$ cat config.mk
export PLATFORM = sky130hd
export DESIGN_NAME = spi_slave_rx_flat
export DESIGN_NICKNAME = d
export VERILOG_FILES = /design/src/rtl/spi_slave_rx_if.sv /design/src/rtl/spi_slave_rx.sv /design/src/flat_wrapper.sv
export SDC_FILE = /design/constraint.sdc
export NUM_CORES = 1
export LEC_CHECK = 0
export ABC_AREA = 1
export BUFFER_PORTS_ARGS = -buffer_cell sky130_fd_sc_hd__buf_2
export CAP_MARGIN = 25
export CORE_UTILIZATION = 55
export CTS_BUF_LIST = sky130_fd_sc_hd__clkbuf_2
export CTS_CLUSTER_DIAMETER = 100
export DETAILED_ROUTE_END_ITERATION = 16
export PLACE_DENSITY = 0.77
export SLEW_MARGIN = 5
export SYNTH_ARGS = -nofsm -noshare
export SYNTH_HDL_FRONTEND = slang
export SYNTH_SLANG_ARGS = --single-unit
$ cat constraint.sdc
create_clock -name clk -period 2.1 [get_ports clk]
set_clock_uncertainty 0.2 [all_clocks]
set_input_delay 0.105 -clock clk [delete_from_list [all_inputs] [get_ports clk]]
set_output_delay 0.105 -clock clk [all_outputs]
set_load 0.02 [all_outputs]
$ cat src/rtl/spi_slave_rx_if.sv
// spi_slave_rx_if: bundles the SPI pins and the receive-side status outputs
// of spi_slave_rx.
//   spi_cs_l / spi_sclk / spi_data : serial link from the SPI master
//   dataout / data_valid           : received word and its 1-cycle strobe
//   frame_err                      : 1-cycle pulse on short/over-length frame
//   bit_cnt / frame_cnt / busy     : progress and status
// Modports: slave = the receiver, master = whoever drives the link and
// observes the status.
interface spi_slave_rx_if #(
  parameter int WIDTH = 16
);
  logic             spi_cs_l;
  logic             spi_sclk;
  logic             spi_data;
  logic [WIDTH-1:0] dataout;
  logic             data_valid;
  logic             frame_err;
  logic [4:0]       bit_cnt;
  logic [7:0]       frame_cnt;
  logic             busy;

  modport slave (
    input  spi_cs_l, spi_sclk, spi_data,
    output dataout, data_valid, frame_err, bit_cnt, frame_cnt, busy
  );

  modport master (
    output spi_cs_l, spi_sclk, spi_data,
    input  dataout, data_valid, frame_err, bit_cnt, frame_cnt, busy
  );
endinterface

$ cat src/rtl/spi_slave_rx.sv
// spi_slave_rx: oversampling SPI mode-0 receiver. Synchronises cs_l/sclk/data
// into clk, deserialises WIDTH-bit MSB-first frames, strobes each good word
// out with data_valid, flags short/over-length frames with frame_err and
// counts good frames.
// Ports:
//   clk   : system clock, rising edge
//   reset : asynchronous, active-high
//   bus   : spi_slave_rx_if.slave (SPI pins in, word/status out)
module spi_slave_rx #(
  parameter int WIDTH       = 16,
  parameter int SYNC_STAGES = 2
) (
  input  logic           clk,
  input  logic           reset,
  spi_slave_rx_if.slave  bus
);

  typedef enum logic [1:0] {IDLE, SHIFT, DONE} state_t;

  localparam logic [4:0] LAST = 5'(WIDTH - 1);

  // ---- synchronisers + edge detect ----
  logic [SYNC_STAGES-1:0] cs_sync, sclk_sync, data_sync;
  logic                   cs_d, sclk_d;
  // Fills with ones after reset; edges are only trusted once the sync chain
  // and the delay flop hold real samples. A cs held low across reset release
  // therefore never looks like a cs_fall, and the partial frame is dropped.
  logic [SYNC_STAGES:0]   vld_pipe;

  always_ff @(posedge clk or posedge reset) begin
    if (reset) begin
      cs_sync   <= '1;
      sclk_sync <= '0;
      data_sync <= '0;
      cs_d      <= 1'b1;
      sclk_d    <= 1'b0;
      vld_pipe  <= '0;
    end else begin
      cs_sync   <= {cs_sync[SYNC_STAGES-2:0],   bus.spi_cs_l};
      sclk_sync <= {sclk_sync[SYNC_STAGES-2:0], bus.spi_sclk};
      data_sync <= {data_sync[SYNC_STAGES-2:0], bus.spi_data};
      cs_d      <= cs_sync[SYNC_STAGES-1];
      sclk_d    <= sclk_sync[SYNC_STAGES-1];
      vld_pipe  <= {vld_pipe[SYNC_STAGES-1:0], 1'b1};
    end
  end

  logic cs_s, sclk_s, data_s, edge_ok;
  logic sclk_rise, cs_fall, cs_rise;

  assign cs_s      = cs_sync[SYNC_STAGES-1];
  assign sclk_s    = sclk_sync[SYNC_STAGES-1];
  assign data_s    = data_sync[SYNC_STAGES-1];
  assign edge_ok   = vld_pipe[SYNC_STAGES];
  assign sclk_rise = edge_ok &  sclk_s & ~sclk_d;
  assign cs_fall   = edge_ok & ~cs_s   &  cs_d;
  assign cs_rise   = edge_ok &  cs_s   & ~cs_d;

  // ---- FSM ----
  state_t           state_q, state_n;
  logic [WIDTH-1:0] shreg_q, shreg_n;
  logic [WIDTH-1:0] dout_q, dout_n;
  logic [4:0]       cnt_q, cnt_n;
  logic [7:0]       fcnt_q, fcnt_n;
  logic             vld_q, vld_n;
  logic             err_q, err_n;
  logic             ovr_q, ovr_n;

  always_ff @(posedge clk or posedge reset) begin
    if (reset) begin
      state_q <= IDLE;
      shreg_q <= '0;
      dout_q  <= '0;
      cnt_q   <= '0;
      fcnt_q  <= '0;
      vld_q   <= 1'b0;
      err_q   <= 1'b0;
      ovr_q   <= 1'b0;
    end else begin
      state_q <= state_n;
      shreg_q <= shreg_n;
      dout_q  <= dout_n;
      cnt_q   <= cnt_n;
      fcnt_q  <= fcnt_n;
      vld_q   <= vld_n;
      err_q   <= err_n;
      ovr_q   <= ovr_n;
    end
  end

  always_comb begin
    state_n = state_q;
    shreg_n = shreg_q;
    dout_n  = dout_q;
    cnt_n   = cnt_q;
    fcnt_n  = fcnt_q;
    vld_n   = 1'b0;
    err_n   = 1'b0;
    ovr_n   = ovr_q;
    case (state_q)
      IDLE: begin
        cnt_n = '0;
        ovr_n = 1'b0;
        if (cs_fall) state_n = SHIFT;
      end
      SHIFT: begin
        if (sclk_rise) begin
          shreg_n = {shreg_q[WIDTH-2:0], data_s};
          cnt_n   = cnt_q + 5'd1;
          if (cnt_q == LAST) begin
            // Final bit wins over a coincident cs_rise: still a good frame.
            dout_n  = {shreg_q[WIDTH-2:0], data_s};
            vld_n   = 1'b1;
            fcnt_n  = fcnt_q + 8'd1;
            state_n = cs_rise ? IDLE : DONE;
            if (cs_rise) cnt_n = '0;
          end else if (cs_rise) begin
            err_n   = 1'b1;
            state_n = IDLE;
            cnt_n   = '0;
          end
        end else if (cs_rise) begin
          err_n   = 1'b1;
          state_n = IDLE;
          cnt_n   = '0;
        end
      end
      DONE: begin
        if (cs_rise) begin
          err_n   = ovr_q;
          ovr_n   = 1'b0;
          state_n = IDLE;
          cnt_n   = '0;
        end else if (sclk_rise) begin
          ovr_n = 1'b1;
        end
      end
      default: begin
        state_n = IDLE;
        cnt_n   = '0;
      end
    endcase
  end

  assign bus.dataout    = dout_q;
  assign bus.data_valid = vld_q;
  assign bus.frame_err  = err_q;
  assign bus.bit_cnt    = cnt_q;
  assign bus.frame_cnt  = fcnt_q;
  assign bus.busy       = (state_q != IDLE);

endmodule

$ cat src/flat_wrapper.sv
// flat-port wrapper written by rule: the top's interface ports become plain ports
module spi_slave_rx_flat 
#(
  parameter int WIDTH       = 16,
  parameter int SYNC_STAGES = 2
)
  (clk, reset, bus_spi_cs_l, bus_spi_sclk, bus_spi_data, bus_dataout, bus_data_valid, bus_frame_err, bus_bit_cnt, bus_frame_cnt, bus_busy);
  spi_slave_rx_if #(.WIDTH(WIDTH)) bus_i ();
  input  logic clk;
  input  logic reset;
  input wire logic [$bits(bus_i.spi_cs_l)-1:0] bus_spi_cs_l;
  input wire logic [$bits(bus_i.spi_sclk)-1:0] bus_spi_sclk;
  input wire logic [$bits(bus_i.spi_data)-1:0] bus_spi_data;
  output wire logic [$bits(bus_i.dataout)-1:0] bus_dataout;
  output wire logic [$bits(bus_i.data_valid)-1:0] bus_data_valid;
  output wire logic [$bits(bus_i.frame_err)-1:0] bus_frame_err;
  output wire logic [$bits(bus_i.bit_cnt)-1:0] bus_bit_cnt;
  output wire logic [$bits(bus_i.frame_cnt)-1:0] bus_frame_cnt;
  output wire logic [$bits(bus_i.busy)-1:0] bus_busy;
  assign bus_i.spi_cs_l = bus_spi_cs_l;
  assign bus_i.spi_sclk = bus_spi_sclk;
  assign bus_i.spi_data = bus_spi_data;
  assign bus_dataout = bus_i.dataout;
  assign bus_data_valid = bus_i.data_valid;
  assign bus_frame_err = bus_i.frame_err;
  assign bus_bit_cnt = bus_i.bit_cnt;
  assign bus_frame_cnt = bus_i.frame_cnt;
  assign bus_busy = bus_i.busy;
  spi_slave_rx #(.WIDTH(WIDTH), .SYNC_STAGES(SYNC_STAGES)) u_core (.clk(clk), .reset(reset), .bus(bus_i));
endmodule
## After elaboration in Yosys (flattened, before gate mapping)

Cells that the tools add are included.

- Bits in registers: 60
- Latch bits: 0
- Bits in writable memories: 0
- Bits in read-only memories: 0
- Output and inout port bits: 32
- Word-level logic and storage cells: 57
- Memories: 0

- Add/subtract/negate cells: 2
- $mul: 0
- Div/mod/pow operators: 0
- Order comparisons: 0
- Eq/ne operators: 5
- Shift operators: 0
- Multiplexer cells: 21
- Bitwise gates (word level): 9
- Reduce and logical (&&, ||, !) cells: 6

Operator list:

| kind | number |
|---|---|
| $mux 5 | 3 |
| $mux 2 | 5 |
| $pmux 5 s2 | 1 |
| $mux 1 | 9 |
| $add 8x1->8 const B | 1 |
| $and 1x1->1 | 6 |
| $pmux 2 s3 | 1 |
| $add 5x1->5 const B | 1 |
| $eq 5x4->1 const B | 1 |
| $pmux 1 s2 | 2 |
| $reduce_and 2->1 | 2 |
| $reduce_bool 2->1 | 2 |
| $ne 3x1->1 const B | 1 |
| $not 1->1 | 3 |
| $reduce_and 3->1 | 1 |
| $eq 2x1->1 const B | 1 |
| $eq 2x2->1 const B | 1 |
| $logic_not 2->1 | 1 |
| $ne 2x1->1 const B | 1 |

## Logic depth before layout (Yosys ltp)

- Depth in word-level cells: 6
- Mapped depth: 10
- Mapped depth without buffers: 9

## Worst setup path after synthesis

OpenSTA, ideal clock, no wires.

- Kind: reg2reg
- From: register u_core.cnt_q[0], in the netlist u_core.bus.bit_cnt[0]
- To: register u_core.dout_q[4], in the netlist u_core.bus.dataout[4]
- Data arrival time: 1697 ps
- Data required time: 1782 ps
- Path slack: 85 ps
- Stages on the path, launching flop included: 11
- Buffers on the path: 1
- Path through: dfrtp_1 ha_1 inv_1 nor3_1 ha_1 nand2_2 nor2_4 inv_2 buf_6 nand2_1 o21ai_2

- Longest elaborated chain between the ends: 2

RTL lines:

| what | RTL line | source |
|---|---|---|
| start: declaration | spi_slave_rx.sv:63 | `logic [4:0] cnt_q, cnt_n;` |
| start signal: assignment | spi_slave_rx.sv:83 | `cnt_q <= cnt_n;` |
| $eq 5x4->1 | spi_slave_rx.sv:110 | `if (cnt_q == LAST) begin` |
| $reduce_and 3->1 (no source line) | n/a |  |
| end signal: assignment | spi_slave_rx.sv:82 | `dout_q <= dout_n;` |
| end: declaration | spi_slave_rx.sv:62 | `logic [WIDTH-1:0] dout_q, dout_n;` |

Every way passes these cells.
A chain may end at the register's enable or synchronous reset.

## Worst setup path in the final report

- From: register u_core.cnt_q[0], in the netlist u_core.bus.bit_cnt[0]
- To: register u_core.fcnt_q[4], in the netlist u_core.bus.frame_cnt[4]

- Longest elaborated chain between the ends: 2

RTL lines:

| what | RTL line | source |
|---|---|---|
| $eq 5x4->1 | spi_slave_rx.sv:110 |  |
| $reduce_and 3->1 (no source line) | n/a |  |
| end signal: assignment | spi_slave_rx.sv:84 | `fcnt_q <= fcnt_n;` |
| end: declaration | spi_slave_rx.sv:64 | `logic [7:0] fcnt_q, fcnt_n;` |

Every way passes these cells.

==> summary.md <==
| Metric | Value |
|---|---|
| Total CTS buffers | `9` |
| Final Hold Viols | `0` |
| Final worst path period share | `90.5%` |
| R2R depth | `10` |
| Synthesis-stage register bit count | `60` |
| Synth area leader | `dfrtp_1` |
| Post-synth top area share | `56.5%` |
| Die area | `0.00487 mm^2` |
| LEAKAGE | `1.55 nW` |
| Max_cap viols | `0` |
| Syn nets | `271` |
| Final ANT Viol Nets | `0` |
| Synth top area cells | `dfrtp_1 (56%), nand2_1 (11%), inv_1 (5.5%)` |
| CORE AREA | `0.00438 mm^2` |
| Post-route DRC | `0` |
| CP Capture Type | `register` |
| CTS Sinks | `60` |
| CTS root buf | `clkbuf_2` |
| Gate Count Post-Synth | `259` |
| Routed WL per cell | `11.7 um` |
| Pre-antenna DRT Iters | `4` |
| HP Class | `in -> reg` |
| Row count | `24` |
| Crit path time final | `1.90 ns` |
| Routed vias | `1835` |
| Die height | `69.8 um` |
| Nature of the critical path startpoint | `register` |
| Top Ports | `37` |
| RSZ-0062 raised after global routing | `no` |
| Pin count of the biggest net entering global routing | `35` |
| Post-Route WL | `4.31 mm` |
| Hold Startpoint | `bus_spi_data` |
| WHS Path Cells | `2` |
| CP Data Required Time | `2.29 ns` |
| Final HPWL DP | `2.88 mm` |
| Arrival @ worst endpoint | `2.10 ns` |
| Final TNS setup | `0 ns` |
| Input/output buffers | `36` |
| Total Routing Usage GR | `20.9%` |
| Post-synth EDFFs | `0` |
| DR vias/cell | `4.97` |
| Prevailing post-synth register cell | `dfrtp_1` |
| Iter 0 DRT Violations | `155` |
| Critical path class | `reg -> reg` |
| Die W | `69.8 um` |
| Async SR Flop Fraction | `100%` |
| Number of global-route vias before repair | `1773` |
| NumNets Final | `324` |
| Power per Cell Area | `778 mW/mm^2` |
| Register area share after synthesis | `59.6%` |
| Initial Util | `57.6%` |
| Clock slew at reported path FFs | `0.17 ns` |
| First-pass GRT wire length | `7.78 mm` |
| R2R Setup Slk | `0.20 ns` |
| Final Wtd Congestion | `0.836` |
| Clk_lat worst skew | `0.47 ns` |
| Critical path peak fanout | `7` |
| Hold EP | `u_core.data_sync[0]` |
| Initial antenna violation count | `0` |
| P&R area growth vs syn | `16.9%` |
| Antenna cell count | `0` |
| Endpoints failing setup | `0` |
| VDD IR max | `520 uV` |
| Layout cells sized above 1 | `26.2%` |
| Cell Area, Synth | `0.00253 mm^2` |
| Syn avg cell area | `9.75 um^2` |
| FF-to-FF End | `u_core.bus.frame_cnt[4]` |
| Final slew viol count | `0` |
| Hold slack final | `0.0809 ns` |
| CTS tree | `done` |
| Status | `complete, no violations` |
| H-tree depth | `3` |
| Grt total ovfl | `0` |
| Reg-to-reg startpoint | `u_core.bus.bit_cnt[0]` |
| Clock Tree Buf Depth | `2` |
| Yosys warns | `0` |
| Peak Freq | `526 MHz` |
| Number of library cell types mapped by synthesis | `24` |
## worst max-delay path, stage by stage, from the launching register on
cell and delay [ns]:
dfrtp_1 0.40, ha_1 0.17, inv_1 0.06, nor3_2 0.12, ha_2 0.21, nand2_2 0.07, nor2_4 0.10, buf_4 0.16
nand2_1 0.08, nor2_1 0.12, xor2_1 0.15
## worst max path at each step
stage / from / to / slack [ns]
4_1_cts: u_core.bus.bit_cnt[0] / u_core.bus.dataout[3] / 0.002
3_5_place_dp: u_core.bus.bit_cnt[1] / u_core.bus.dataout[11] / 0.04
5_1_grt: u_core.bus.bit_cnt[0] / u_core.bus.frame_cnt[5] / 0.005
2_1_floorplan: u_core.bus.bit_cnt[0] / u_core.bus.dataout[4] / 0.09
3_3_place_gp: u_core.bus.bit_cnt[0] / u_core.bus.dataout[14] / 0.10
6_report: u_core.bus.bit_cnt[0] / u_core.bus.frame_cnt[4] / 0.20
## per-layer routing
layer | GRT usage, % | up-vias | part of all wire [%]
met5 | 0 | - | 0
met1 | 28.3 | 867 | 47
met3 | 7.12 | 4 | 5.4
met4 | 9.11 | 0 | 1.3
li1 | - | 911 | -
met2 | 30.6 | 53 | 46
## cell type report
cell class	count	area, um^2
timing repair buffer	48	283
clock buffer	9	45.0
tap	52	65.1
sequential	60	1510
clock inverter	7	67.6
inverter	38	148
multi-input combinational	155	840
fill	349	1430
## sequential cells by signal, summed over array words and instances (netlist names)
name,cells
u_core.bus.bit_cnt,5
u_core.bus.data_valid,1
u_core.bus.dataout,16
u_core.bus.frame_cnt,8
u_core.bus.frame_err,1
u_core.cs_d,1
u_core.cs_sync,2
u_core.data_sync,2
u_core.ovr_q,1
u_core.sclk_d,1
u_core.sclk_sync,2
u_core.shreg_q,15
u_core.state_q,2
u_core.vld_pipe,3
## where the power goes
part,internal (mW),switching (mW),total (mW)
logic,0.115,0.232,0.346
clock network,0.268,0.419,0.687
registers,1.22,0.0394,1.26
## synthesized netlist by cell type, drive strengths merged, types with 3 or more instances
cell type   n
ha          7
nor2       11
dfstp       3
o21ai      35
xor2        4
a21oi       7
nor3        3
inv        38
buf         4
nand2      72
nand3       7
dfrtp      57
xnor2       3
## kinds of logic after synthesis
group | share of synthesized area [%]
simple gates | 15.5
flops | 59.6
compound gates | 11.4
buf+inv | 7.48
xor+xnor | 2.43
fa+ha+maj | 3.47
other cells | 0.148
## repair_timing
action | CTS | global route
setup buffers | 0 | 2
hold buffers | 5 | 0
endpoints found under the setup margin | 0 | 22
resized for setup | 0 | 5
hold endpoints to repair | 63 | 0
## through the flow
stage          cells  worst slack, ns  utilization (%)  power (mW)  cell area, um^2
2_1_floorplan    259           0.0855                -        1.54             2530
3_3_place_gp     346            0.103             63.0        1.61             2760
3_5_place_dp     346           0.0388             63.0        1.62             2760
4_1_cts          367          0.00203             66.7        2.32             2930
5_1_grt          369          0.00467             67.4        2.43             2950
6_report         369            0.199             67.4        2.30             2950
## layout by cell type, fill, tap and decap left out, types with 2 or more instances in the layout
cell / n
nand4_1: 2
xnor2_1: 3
dlygate4sd3_1: 5
clkinvlp_4: 2
o21ai_0: 20
buf_2: 36
dfrtp_1: 57
dfstp_2: 3
buf_4: 7
xor2_1: 4
nand2_1: 71
nor3_1: 2
a21oi_1: 7
clkbuf_2: 9
inv_1: 36
nor2_1: 9
nand3_1: 7
nor2_4: 2
ha_1: 6
clkinv_2: 2
o21ai_2: 15
Note: power is estimated with default switching activity, not from simulation.
